===== src/rtl/mac_tap_sequencer_pkg.sv =====
// Shared definitions for the tap sequencer and its MAC engine: FSM state
// encoding and the width helpers derived from the data and tap-count parameters.
package mac_tap_sequencer_pkg;

  typedef enum logic [1:0] {
    ST_IDLE = 2'd0,
    ST_RUN  = 2'd1,
    ST_WAIT = 2'd2,
    ST_OUT  = 2'd3
  } state_e;

  // Result width: full product of two operands plus one carry bit.
  function automatic int res_w(input int szin);
    return 2 * (szin + 1) + 1;
  endfunction

  // Coefficient address width, never narrower than one bit.
  function automatic int addr_w(input int szn);
    return (szn <= 2) ? 1 : $clog2(szn);
  endfunction

endpackage


===== src/rtl/mac_tap_sequencer_if.sv =====
// Bus bundle between the tap sequencer and its environment (sample source,
// coefficient writer, MAC engine, output sink).
//
// Handshakes: a sample moves on every rising edge where s_vld and s_rdy are
// both high; the output moves on every edge where y_vld and y_rdy are both
// high. A source holds valid and its payload until the transfer happens;
// ready may be high before valid arrives. mac_vld is a one-way strobe: the
// MAC accumulates on each edge where it is high, with no back-pressure.
interface mac_tap_sequencer_if
  import mac_tap_sequencer_pkg::*;
#(
  parameter int SZin = 7,
  parameter int SZN  = 3
);

  localparam int W     = SZin + 1;
  localparam int RES_W = res_w(SZin);
  localparam int AW    = addr_w(SZN);

  logic [W-1:0]     s_data;
  logic             s_vld;
  logic             s_rdy;
  logic             coef_we;
  logic [AW-1:0]    coef_addr;
  logic [W-1:0]     coef_wdata;
  logic [W-1:0]     mac_a;
  logic [W-1:0]     mac_x;
  logic             mac_vld;
  logic             mac_first;
  logic [RES_W-1:0] mac_res;
  logic [RES_W-1:0] y_data;
  logic             y_vld;
  logic             y_rdy;
  state_e           dbg_state;

  modport slave (
    input  s_data, s_vld, coef_we, coef_addr, coef_wdata, mac_res, y_rdy,
    output s_rdy, mac_a, mac_x, mac_vld, mac_first, y_data, y_vld, dbg_state
  );

  modport master (
    output s_data, s_vld, coef_we, coef_addr, coef_wdata, mac_res, y_rdy,
    input  s_rdy, mac_a, mac_x, mac_vld, mac_first, y_data, y_vld, dbg_state
  );

endinterface


===== src/rtl/mac_tap_sequencer_tap_delay_line.sv =====
// Sample history: N-deep shift register, newest sample in slot 0.
module mac_tap_sequencer_tap_delay_line #(
  parameter int W = 8,
  parameter int N = 3
) (
  input  logic                clk,
  input  logic                rst,
  input  logic                shift_en_i,
  input  logic [W-1:0]        din_i,
  output logic [N-1:0][W-1:0] taps_o
);

  logic [N-1:0][W-1:0] taps_q, taps_d;

  // Next history: push the new sample in at slot 0 when enabled.
  always_comb begin
    taps_d = taps_q;
    if (shift_en_i) begin
      taps_d[0] = din_i;
      for (int k = 1; k < N; k++) begin
        taps_d[k] = taps_q[k-1];
      end
    end
  end

  // History register, cleared by reset.
  always_ff @(posedge clk or negedge rst) begin
    if (!rst) taps_q <= '0;
    else      taps_q <= taps_d;
  end

  assign taps_o = taps_q;

endmodule


===== src/rtl/mac_tap_sequencer.sv =====
// FIR initiator: accepts a sample, issues one (coef, sample) pair per tap to
// an external MAC, captures the final sum and offers it as the filter output.
module mac_tap_sequencer
  import mac_tap_sequencer_pkg::*;
#(
  parameter int SZin = 7,
  parameter int SZN  = 3
) (
  input  logic               clk,
  input  logic               rst,
  mac_tap_sequencer_if.slave bus
);

  localparam int W     = SZin + 1;
  localparam int RES_W = res_w(SZin);
  localparam int AW    = addr_w(SZN);
  localparam logic [AW-1:0] CNT_LAST = AW'(SZN - 1);

  state_e              state_q, state_d;
  logic [AW-1:0]       cnt_q, cnt_d;
  logic [RES_W-1:0]    y_q, y_d;
  logic [W-1:0]        coef_q [SZN];
  logic [W-1:0]        coef_d [SZN];
  logic                shift_en;
  logic                in_run;
  logic [SZN-1:0][W-1:0] taps;

  mac_tap_sequencer_tap_delay_line #(
    .W (W),
    .N (SZN)
  ) u_delay (
    .clk        (clk),
    .rst        (rst),
    .shift_en_i (shift_en),
    .din_i      (bus.s_data),
    .taps_o     (taps)
  );

  // Coefficient file update: out-of-range addresses are dropped, and the
  // new value only becomes visible to the tap stream on the next cycle.
  always_comb begin
    coef_d = coef_q;
    if (bus.coef_we && (int'(bus.coef_addr) < SZN)) begin
      coef_d[bus.coef_addr] = bus.coef_wdata;
    end
  end

  // FSM next state, tap counter and result capture.
  always_comb begin
    state_d  = state_q;
    cnt_d    = cnt_q;
    y_d      = y_q;
    shift_en = 1'b0;
    unique case (state_q)
      ST_IDLE: begin
        if (bus.s_vld) begin
          shift_en = 1'b1;
          cnt_d    = '0;
          state_d  = ST_RUN;
        end
      end
      ST_RUN: begin
        if (cnt_q == CNT_LAST) begin
          cnt_d   = '0;
          state_d = ST_WAIT;
        end else begin
          cnt_d = cnt_q + 1'b1;
        end
      end
      ST_WAIT: begin
        // MAC result is registered, so the last pair's sum is visible now.
        y_d     = bus.mac_res;
        state_d = ST_OUT;
      end
      ST_OUT: begin
        if (bus.y_rdy) state_d = ST_IDLE;
      end
      default: state_d = ST_IDLE;
    endcase
  end

  // State, counter, result and coefficient registers; reset aborts any
  // operation in flight and clears the coefficients.
  always_ff @(posedge clk or negedge rst) begin
    if (!rst) begin
      state_q <= ST_IDLE;
      cnt_q   <= '0;
      y_q     <= '0;
      for (int i = 0; i < SZN; i++) coef_q[i] <= '0;
    end else begin
      state_q <= state_d;
      cnt_q   <= cnt_d;
      y_q     <= y_d;
      coef_q  <= coef_d;
    end
  end

  // Outputs decoded from registers only; s_rdy is also held low during reset.
  assign in_run        = (state_q == ST_RUN);
  assign bus.s_rdy     = rst && (state_q == ST_IDLE);
  assign bus.mac_vld   = in_run;
  assign bus.mac_first = in_run && (cnt_q == '0);
  assign bus.mac_a     = in_run ? coef_q[cnt_q] : '0;
  assign bus.mac_x     = in_run ? taps[cnt_q] : '0;
  assign bus.y_vld     = (state_q == ST_OUT);
  assign bus.y_data    = y_q;
  assign bus.dbg_state = state_q;

endmodule


===== src/flat_wrapper.sv =====
// flat-port wrapper written by rule: the top's interface ports become plain ports
module mac_tap_sequencer_flat import mac_tap_sequencer_pkg::*;
#(
  parameter int SZin = 7,
  parameter int SZN  = 3
)
  (clk, rst, bus_s_data, bus_s_vld, bus_coef_we, bus_coef_addr, bus_coef_wdata, bus_mac_res, bus_y_rdy, bus_s_rdy, bus_mac_a, bus_mac_x, bus_mac_vld, bus_mac_first, bus_y_data, bus_y_vld, bus_dbg_state);
  mac_tap_sequencer_if #(.SZin(SZin), .SZN(SZN)) bus_i ();
  input  logic clk;
  input  logic rst;
  input wire logic [$bits(bus_i.s_data)-1:0] bus_s_data;
  input wire logic [$bits(bus_i.s_vld)-1:0] bus_s_vld;
  input wire logic [$bits(bus_i.coef_we)-1:0] bus_coef_we;
  input wire logic [$bits(bus_i.coef_addr)-1:0] bus_coef_addr;
  input wire logic [$bits(bus_i.coef_wdata)-1:0] bus_coef_wdata;
  input wire logic [$bits(bus_i.mac_res)-1:0] bus_mac_res;
  input wire logic [$bits(bus_i.y_rdy)-1:0] bus_y_rdy;
  output wire logic [$bits(bus_i.s_rdy)-1:0] bus_s_rdy;
  output wire logic [$bits(bus_i.mac_a)-1:0] bus_mac_a;
  output wire logic [$bits(bus_i.mac_x)-1:0] bus_mac_x;
  output wire logic [$bits(bus_i.mac_vld)-1:0] bus_mac_vld;
  output wire logic [$bits(bus_i.mac_first)-1:0] bus_mac_first;
  output wire logic [$bits(bus_i.y_data)-1:0] bus_y_data;
  output wire logic [$bits(bus_i.y_vld)-1:0] bus_y_vld;
  output wire logic [$bits(bus_i.dbg_state)-1:0] bus_dbg_state;
  assign bus_i.s_data = bus_s_data;
  assign bus_i.s_vld = bus_s_vld;
  assign bus_i.coef_we = bus_coef_we;
  assign bus_i.coef_addr = bus_coef_addr;
  assign bus_i.coef_wdata = bus_coef_wdata;
  assign bus_i.mac_res = bus_mac_res;
  assign bus_i.y_rdy = bus_y_rdy;
  assign bus_s_rdy = bus_i.s_rdy;
  assign bus_mac_a = bus_i.mac_a;
  assign bus_mac_x = bus_i.mac_x;
  assign bus_mac_vld = bus_i.mac_vld;
  assign bus_mac_first = bus_i.mac_first;
  assign bus_y_data = bus_i.y_data;
  assign bus_y_vld = bus_i.y_vld;
  assign bus_dbg_state = bus_i.dbg_state;
  mac_tap_sequencer #(.SZin(SZin), .SZN(SZN)) u_core (.clk(clk), .rst(rst), .bus(bus_i));
endmodule

===== config.mk =====
export PLATFORM = sky130hd
export DESIGN_NAME = mac_tap_sequencer_flat
export DESIGN_NICKNAME = d
export VERILOG_FILES = /design/src/rtl/mac_tap_sequencer_pkg.sv /design/src/rtl/mac_tap_sequencer_if.sv /design/src/rtl/mac_tap_sequencer_tap_delay_line.sv /design/src/rtl/mac_tap_sequencer.sv /design/src/flat_wrapper.sv
export SDC_FILE = /design/constraint.sdc
export NUM_CORES = 1
export LEC_CHECK = 0
export ABC_AREA = 1
export BUFFER_PORTS_ARGS = -buffer_cell sky130_fd_sc_hd__buf_2
export CAP_MARGIN = 20
export CORE_ASPECT_RATIO = 1.1
export CORE_MARGIN = 4
export CORE_UTILIZATION = 25
export DETAILED_ROUTE_END_ITERATION = 12
export PLACE_DENSITY = 0.49
export SLEW_MARGIN = 20
export SYNTH_ARGS = -nofsm -noshare
export SYNTH_HDL_FRONTEND = slang
export SYNTH_SLANG_ARGS = --single-unit

===== constraint.sdc =====
create_clock -name clk -period 1.2 [get_ports clk]
set_input_delay 0.06 -clock clk [delete_from_list [all_inputs] [get_ports clk]]
set_output_delay 0.06 -clock clk [all_outputs]
set_load 0.005 [all_outputs]

==> run summary, run 1 <==
The run finished, with violations left. The checks that failed: negative setup slack. The delay of the slowest critical-path stage came out at approximately 460 ps. The width of the die is ~120 um. After layout, the design draws a total of ~13 mW. Leaving out fill and tap cells, the most frequent cells in the layout are sky130_fd_sc_hd__nand2_1, sky130_fd_sc_hd__buf_2, sky130_fd_sc_hd__dfrtp_1. The share of the Yosys chip area taken by registers is between 50% and 60%. The average wire length per cell after detail routing is 13.33 um. The remaining routing DRC violations came out at 0. The worst setup skew after layout came out at just under 5 ps. The slowest stage of the critical path belongs to the cell sky130_fd_sc_hd__dfrtp_2.

The max-cap violation count came out at 0. The first global-routing pass estimated roughly 16 mm of wire. The fmax came out at about 0.62 GHz. TritonCTS built the clock tree. The number of core rows came out at 43.

The aggregate global routing overflow came out at 0. The average size of a mapped cell is 8.226 um2. Prior to clock tree synthesis, the placed netlist has a worst setup slack of -157.0 ps.

The number of synthesized register bits is 69. Setup repair after global routing could not meet its margin everywhere. The critical path goes through buf_12 > nor3_4 > buf_6 > nand2_2 > nand3_2 > buf_2. The number of ports placed on the die boundary is between 70 and 80. The initial antenna violation count is 0.

The instance count of the mapped netlist is roughly 390. The largest area contributor in the synthesized netlist is sky130_fd_sc_hd__dfrtp_1. The most frequently used flop master after synthesis is sky130_fd_sc_hd__dfrtp_1. The clock tree synthesis step divided the H-tree into 3 levels.

The detailed placement HPWL is 5.743 mm. The number of vias after detailed routing is 3014. The required time of the worst setup path came out at approximately 1100 ps.

The via count normalized by instance count came out at around 4.4. The setup slack of the critical path after layout is -410.6 ps. The count of antenna-violating nets left after detailed routing is 0. The net count reported at finish came out at roughly 570. The number of I/O port buffers came out at 78. The measured slew at the worst slew-check pin came out at between 300 and 400 ps.

The synthesized netlist net count is roughly 430. The worst setup path is of the reg -> out kind. The power density over cell area came out at 2550 nW/um2. The final worst-path cycle share came out at 134.2%. In this run, CTS created clock tree buffers numbering 9.

0 antenna diodes ended up in the layout. The proportion of register bits with asynchronous set or reset after synthesis came out at between 90% and 100%. CTS placed an instance of sky130_fd_sc_hd__clkbuf_16 at the clock tree root.

The starting utilization of the core area came out at about a quarter. Measured along the y axis, the die boundary spans between 100 and 150 um. The worst voltage drop across the vdd grid is around 0.0013 V.

The count of warnings emitted by yosys came out at 0. Across every metal layer, demand over resource in global routing totals a little over an eighth. The critical-path maximum fanout came out at 4. The static leakage power is 2.717 nW.

The worst setup path is captured at a primary output. The commonest non-fill, non-tap cell in the layout is sky130_fd_sc_hd__nand2_1. The first-iteration detailed-routing DRC count is 89. The post-route netlist has 38.56% of its cells at a drive strength greater than 1.

In this run the tightest slew margin relative to its limit is approximately 75%. The number of pins with negative max-slew slack in the final report is 0. In this run the deepest clock path goes through 2 buffers. The clock latency reported for the late side of the worst-skew pair came out at between 300 and 400 ps. The area enclosed by the die boundary came out at roughly 15000 um2. The number of non-filler instances in the completed layout is 686. The number of synthesized flops with an enable pin is 0. The min-delay analysis places its worst path in the category in -> reg.

The core area is roughly 13000 um2. Of the post-synthesis cell area, the dominant cell type holds between 50% and 60%. The number of global-route vias before repair came out at around 3300. After synthesis the cells add up to between 3000 and 4000 um2.

The number of unique standard cell types used by synthesis is 20. The worst setup path is launched from a flip-flop. The area growth from synthesis to layout is 59.74%. The smallest clock period supported by the final layout is computed as roughly 1600 ps. The detailed-route wire length is 9.141 mm. The routability-driven placement congestion ratio came out at 0.7060. The summed negative setup slack over all endpoints came out at -12310 ps. STA puts the critical path data arrival time at 1550 ps. In the post-synthesis netlist, the biggest area contributors are sky130_fd_sc_hd__dfrtp_1, sky130_fd_sc_hd__nand2_1, sky130_fd_sc_hd__nand3_1, sky130_fd_sc_hd__o21ai_1, sky130_fd_sc_hd__inv_1. The number of endpoints failing setup at the final stage is 66.

In this run, placement finished with an instance count of between 600 and 700. Entering global routing, the biggest net connects 70 pins. The detailed-routing iteration count for the pre-antenna-repair pass came out at 4. The sink count of the clock tree came out at 69. Clock-pin slew was measured on the worst setup and hold paths at 60 ps.

The final hold violation count came out at 0.
[Yosys cell counts, types with 2 or more instances]
master                    count
sky130_fd_sc_hd__nor2_2       2
sky130_fd_sc_hd__o21ai_0      8
sky130_fd_sc_hd__buf_4        7
sky130_fd_sc_hd__ha_1         4
sky130_fd_sc_hd__buf_2        7
sky130_fd_sc_hd__buf_6        4
sky130_fd_sc_hd__inv_2        4
sky130_fd_sc_hd__nor2_1       8
sky130_fd_sc_hd__dfrtp_1     69
sky130_fd_sc_hd__inv_1       34
sky130_fd_sc_hd__a21oi_1      8
sky130_fd_sc_hd__nand2_1    151
sky130_fd_sc_hd__o21ai_1     27
sky130_fd_sc_hd__nand3_2      3
sky130_fd_sc_hd__nand4_1      2
sky130_fd_sc_hd__nand3_1     46
[cells by family after synthesis]
family	after synthesis	share of synthesized area, %
adder cells (fa/ha/maj)	4	1.568
AO/OA/AOI/OAI	43	6.743
flip-flops	69	54.10
AND/OR/NAND/NOR	215	28.85
buffers and inverters	57	8.741
[sequential cells by signal, indices dropped and copies added, names as in the netlist]
register	count
u_core.bus.y_data	17
u_core.u_delay.taps_o	24
u_core.cnt_q	2
u_core.bus.dbg_state	2
u_core.coef_q	24
[metal layers]
metal | GRT usage, % | vias up | routed length, um
li1 | - | 1496 | -
met1 | 16.59 | 1428 | 3931
met2 | 22.89 | 78 | 4597
met3 | 2.910 | 12 | 465
met4 | 4.437 | 0 | 146
met5 | 0 | - | 0
[power breakdown]
group	internal, mW	total, mW	switching (mW)
clock	1.92	2.88	0.955
sequential	3.22	3.86	0.638
combinational	3.11	6.26	3.15
[final timing paths]
kind / depth (start not counted) / end / slack, ps / start
worst max-delay path: 6 / bus_mac_x[6] / -410 / u_core.cnt_q[0]
worst min-delay path: 3 / u_core.u_delay.taps_o[7] / 4 / bus_s_data[7]
worst max register to register: 8 / u_core.cnt_q[1] / -210 / u_core.bus.dbg_state[1]
worst min register to register: 2 / u_core.bus.y_data[4] / 470 / u_core.bus.y_data[4]
max in group asynchronous: 3 / u_core.bus.dbg_state[0] / 560 / rst
min in group asynchronous: 3 / u_core.bus.y_data[8] / 340 / rst
[through the flow]
stage                     cell area (um2)  utilization (%)  hold WS, ps
after floorplan                      3219                -       -235.6
after global placement               3866            30.84        150.5
after detailed placement             3866            30.84        159.4
after CTS                            5004            39.91       0.2330
after global routing                 5099            40.67        17.34
final                                5099            40.67        3.628
[critical path: cells and delay by family, from the launching register on]
kind	cells	cell delay, ps
buffers and inverters	3	430
DFF	1	460
and+or+nand+nor	3	330
[timing repair]
| action | in CTS | in global routing |
|---|---|---|
| hold endpoints to repair | 92 | 0 |
| hold buffers | 24 | 0 |
| buffers inserted | 13 | 1 |
| endpoints found under the setup margin | 63 | 66 |
| pin swaps | 12 | 6 |
| gates resized for setup | 75 | 33 |
| gates cloned | 8 | 0 |
[area by class of cell]
| class | instances | area (um2) |
|---|---|---|
| inverter | 38 | 152.6 |
| timing repair buffer | 144 | 1204 |
| multi-input combinational | 262 | 1489 |
| tap | 157 | 196.4 |
| clock inverter | 4 | 70.07 |
| sequential | 69 | 1730 |
| clock buffer | 12 | 256.5 |
| fill | 1254 | 7437 |
No activity file was read; power rests on OpenSTA's default activity.
==> run 2, diff against run 1 <==
ABC_AREA = default   (was 1)
==> run 2 against run 1 <==
Compared with the run above: the run still ends with negative setup slack left; worst hold slack better by 11 ps; clock skew grew 2.6 ps; critical path depth down 1; first-iteration DRC count shrank 56%; clock power about the same; maximum frequency shrank 0.83%; design area shrank 0.37%; register-to-register slack got worse by 110 ps; via count is 22% lower.
==> run summary, run 2 <==
The flow ran to the end, but the final reports show violations. The final reports fail on negative setup slack. The path with the worst hold slack has its endpoint at u_core.coef_q[21]. In this run, the number of DRC markers left after iteration 0 of detailed routing was 39. The cell area after technology mapping came out at between 3000 and 4000 um2.

For the pin with the worst max-slew slack, the measured transition is roughly 870 ps. The instance count of the mapped netlist came out at 235. The count of warnings emitted by yosys came out at 0. The final hold violation count came out at 0.

The critical path's slowest cell is sky130_fd_sc_hd__dfrtp_2. The fraction of power spent switching nets is between 20% and 30%. After filler insertion, the fill cell instance count of the layout stands at approximately 1200.

The register area is 1730 um2. The summed negative setup slack over all endpoints came out at -16580 ps. The power density over cell area is ~2500 nW/um2. The number of unique standard cell types used by synthesis is 25. The global-route wire length before repair is 12.85 mm.

The area growth from synthesis to layout came out at 62.27%. The final instance area is between 5000 and 6000 um2. The detailed-routing iteration count for the pre-antenna-repair pass came out at 4. The net count reported at finish came out at roughly 430. The worst hold path belongs to the class in -> reg. The shortest period the worst path allows came out at roughly 1600 ps.

The logic gate share of total power is ~48%. The synthesized design contains 0 enable-type register cells. The aggregate global routing overflow came out at 0. The number of vias after detailed routing came out at about 2300.

The placed instances occupy a cell area of slightly below 4000 um2. The fmax came out at around 0.6 GHz. STA classifies the critical path startpoint as a flip-flop. The worst reg2reg path startpoint is u_core.bus.dbg_state[1]. In this run the worst path has a maximum fanout of 14. The number of global-route vias before repair came out at between 2000 and 3000. The number of synthesized register bits is between 60 and 70.

The total track usage is 11.55%. The width of the die came out at about 110 um. The overall power is between 10 and 15 mW.

The clock transition at the registers of the reported paths is around 50 ps. sky130_fd_sc_hd__dfrtp_1 is the most common cell in the netlist. roughly 80 I/O pins were placed. The detailed placement HPWL came out at 5.266 mm. The root buffer cell chosen for the clock tree is sky130_fd_sc_hd__clkbuf_16. The starting utilization of the core area came out at 25.79%.

By area the synthesized netlist is led by sky130_fd_sc_hd__dfrtp_1, sky130_fd_sc_hd__mux2_2, sky130_fd_sc_hd__mux2i_1, sky130_fd_sc_hd__or2_2, sky130_fd_sc_hd__a21oi_1. The final worst-path cycle share came out at 135.3%. Counting every sink on the clock net gives 69. Entering global routing, the biggest net connects 53 pins. In the routed layout, each cell is associated on average with a via count of 4.305. The critical path in this run is classified as reg -> out. The static leakage power came out at 2.289 nW. The library cells used most frequently in the layout, excluding fill and tap cells, are sky130_fd_sc_hd__buf_2, sky130_fd_sc_hd__dfrtp_1, sky130_fd_sc_hd__mux2_2. Setup repair after global routing could not meet its margin everywhere. The remaining routing DRC violations came out at 0. The commonest non-fill, non-tap cell in the layout is sky130_fd_sc_hd__buf_2. The H-tree was split into 3 levels.

The worst setup skew after layout is between 7 and 8 ps. The internal reg-to-reg setup slack came out at -320 ps. The source of the worst hold timing path is bus_coef_wdata[5].

The die covers 14380 um2. The sequential-to-total area share from yosys stat came out at 55.16%. The number of pins with negative max-slew slack in the final report was 0. Among all flip-flop cells after synthesis, the most frequent one is sky130_fd_sc_hd__dfrtp_1. The proportion of register bits with asynchronous set or reset after synthesis is 100.0%. Walking the worst path, the cells encountered are buf_12 > mux2i_1 > or2_4 > a21oi_2 > buf_2. The end of the worst register-to-register path is u_core.bus.dbg_state[1]. The final-layout worst hold slack came out at about 14 ps. Row generation in the floorplan step produced 42 rows. Of the total power, registers draw ~30%. The die is about 130 um tall. The routability-driven placement congestion ratio is 0.6870.

The number of endpoints failing setup at the final stage is 65. The number of I/O port buffers came out at just under 80. The max-cap violation count is 0. The internal portion of the total power is between 8 and 9 mW. The setup slack of the critical path after layout is -424.0 ps.

At the later pin of the worst-skew pair, clock insertion delay measures between 300 and 400 ps. The kind of end point of the critical path is a primary output. The detailed-route wire length is roughly 7.9 mm. TritonCTS built the clock tree. The share of post-route cells with drive strength above 1 is roughly 64%. The count of antenna-violating nets left after detailed routing is 0. The required time of the worst setup path is about 1100 ps. The clock network burns roughly 23% of the power. The area fraction of the dominant cell type after synthesis is between 50 and 60%. In this design, the stage delay of the slowest critical-path cell is roughly 440 ps. The cell count of the worst hold path is 2.

The worst voltage drop across the vdd grid is 0.0008172 V. The normalized max-slew margin came out at approximately 42%. After floorplanning, the core was sized to cover roughly 12000 um2. The initial antenna violation count is 1.

The largest area contributor in the synthesized netlist is sky130_fd_sc_hd__dfrtp_1. The buffer levels on the longest clock path is 2. For the worst setup path, the data arrival time is 1560 ps. After synthesis, the most frequently instantiated cells are sky130_fd_sc_hd__dfrtp_1, sky130_fd_sc_hd__mux2_2, sky130_fd_sc_hd__mux2i_1.

The number of cells traversed by the worst register-to-register path is 7. The average wire length per cell after detail routing came out at 14.48 um. The number of clock buffers inserted by TritonCTS came out at 9. The switching component of the power came out at approximately 3.8 mW. Synthesis produced a netlist with a net count of around 280.

Summing all multi-input logic gate instances after layout gives 1535 um2. After synthesis, the mean cell area works out to around 13 um2.
## run 2: changes by cell type in the layout (fill, tap and decap cells not counted), sizes merged, moves of 18 or more
cell / delta
inv: -34
mux2: +66
mux2i: +18
nand2: -134
nand3: -48
o21ai: -34
## run 2: metrics by stage
stage | worst slack (ps) | utilization (%) | cells
4_1_cts | -476.6 | 39.88 | 533
3_5_place_dp | -190.4 | 32.50 | 478
3_3_place_gp | -191.3 | 32.50 | 478
6_report | -424.0 | 41.85 | 544
5_1_grt | -492.5 | 41.85 | 544
2_1_floorplan | -176.6 | - | 235
## run 2: critical path, delay by kind of cell, from the launching register on
family | cells | cell delay [ps]
flops | 1 | 440
buf+inv | 2 | 300
simple gates | 1 | 230
compound gates | 1 | 140
mux | 1 | 130
## run 2: power groups by stage
stage                     logic, mW  clock network (mW)  registers [mW]
final                          6.02                2.86            3.81
after detailed placement       4.40                   0            3.84
after CTS                      5.41                2.95            3.80
after global placement         4.30                   0            3.81
after global routing           6.52                3.04            3.94
after floorplan                2.80                   0            3.78
## run 2: final cells by class
| cell class | count | area share [%] |
|---|---|---|
| Clock inverter | 2 | 0.7389 |
| Clock buffer | 14 | 5.788 |
| Sequential cell | 69 | 34.06 |
| Timing Repair Buffer | 149 | 24.75 |
| Antenna cell | 1 | 0.04926 |
| Tap cell | 154 | 3.793 |
| Inverter | 4 | 0.5911 |
| Multi-Input combinational cell | 151 | 30.22 |
## run 2: what timing repair did
action,4_1_cts,5_1_grt
resized for setup,49,22
hold buffers,32,0
cloned,1,4
pin swaps,4,4
buffers inserted,6,7
endpoints found under the setup margin,64,118
hold endpoints to repair,110,0
## run 2: logic make-up (layout without fill, tap and decap cells)
group | count (synthesis) | count (layout) | share of synthesized area, %
flops | 69 | 69 | 55.16
other cells | 0 | 1 | 0
mux | 84 | 84 | 29.62
simple gates | 44 | 44 | 7.674
fa+ha+maj | 4 | 4 | 1.599
buf+inv | 15 | 169 | 2.278
compound gates | 19 | 19 | 3.677
## run 2: how the worst max path moves through the flow
stage	startpoint	end	depth (start not counted)
2_1_floorplan	u_core.bus.dbg_state[1]	u_core.bus.dbg_state[1]	5
3_3_place_gp	u_core.cnt_q[0]	u_core.bus.dbg_state[1]	3
3_5_place_dp	u_core.cnt_q[0]	u_core.bus.dbg_state[1]	3
4_1_cts	u_core.cnt_q[0]	bus_mac_x[2]	5
5_1_grt	u_core.cnt_q[0]	bus_mac_x[6]	5
6_report	u_core.cnt_q[0]	bus_mac_x[1]	5
## run 2: per-layer routing
metal / vias to the layer above / track usage [%] / wire (um)
li1: 1130 / - / -
met1: 1168 / 13.88 / 3395
met2: 37 / 19.42 / 4012
met3: 7 / 2.658 / 324
met4: 0 / 5.387 / 144
met5: - / 0 / 0
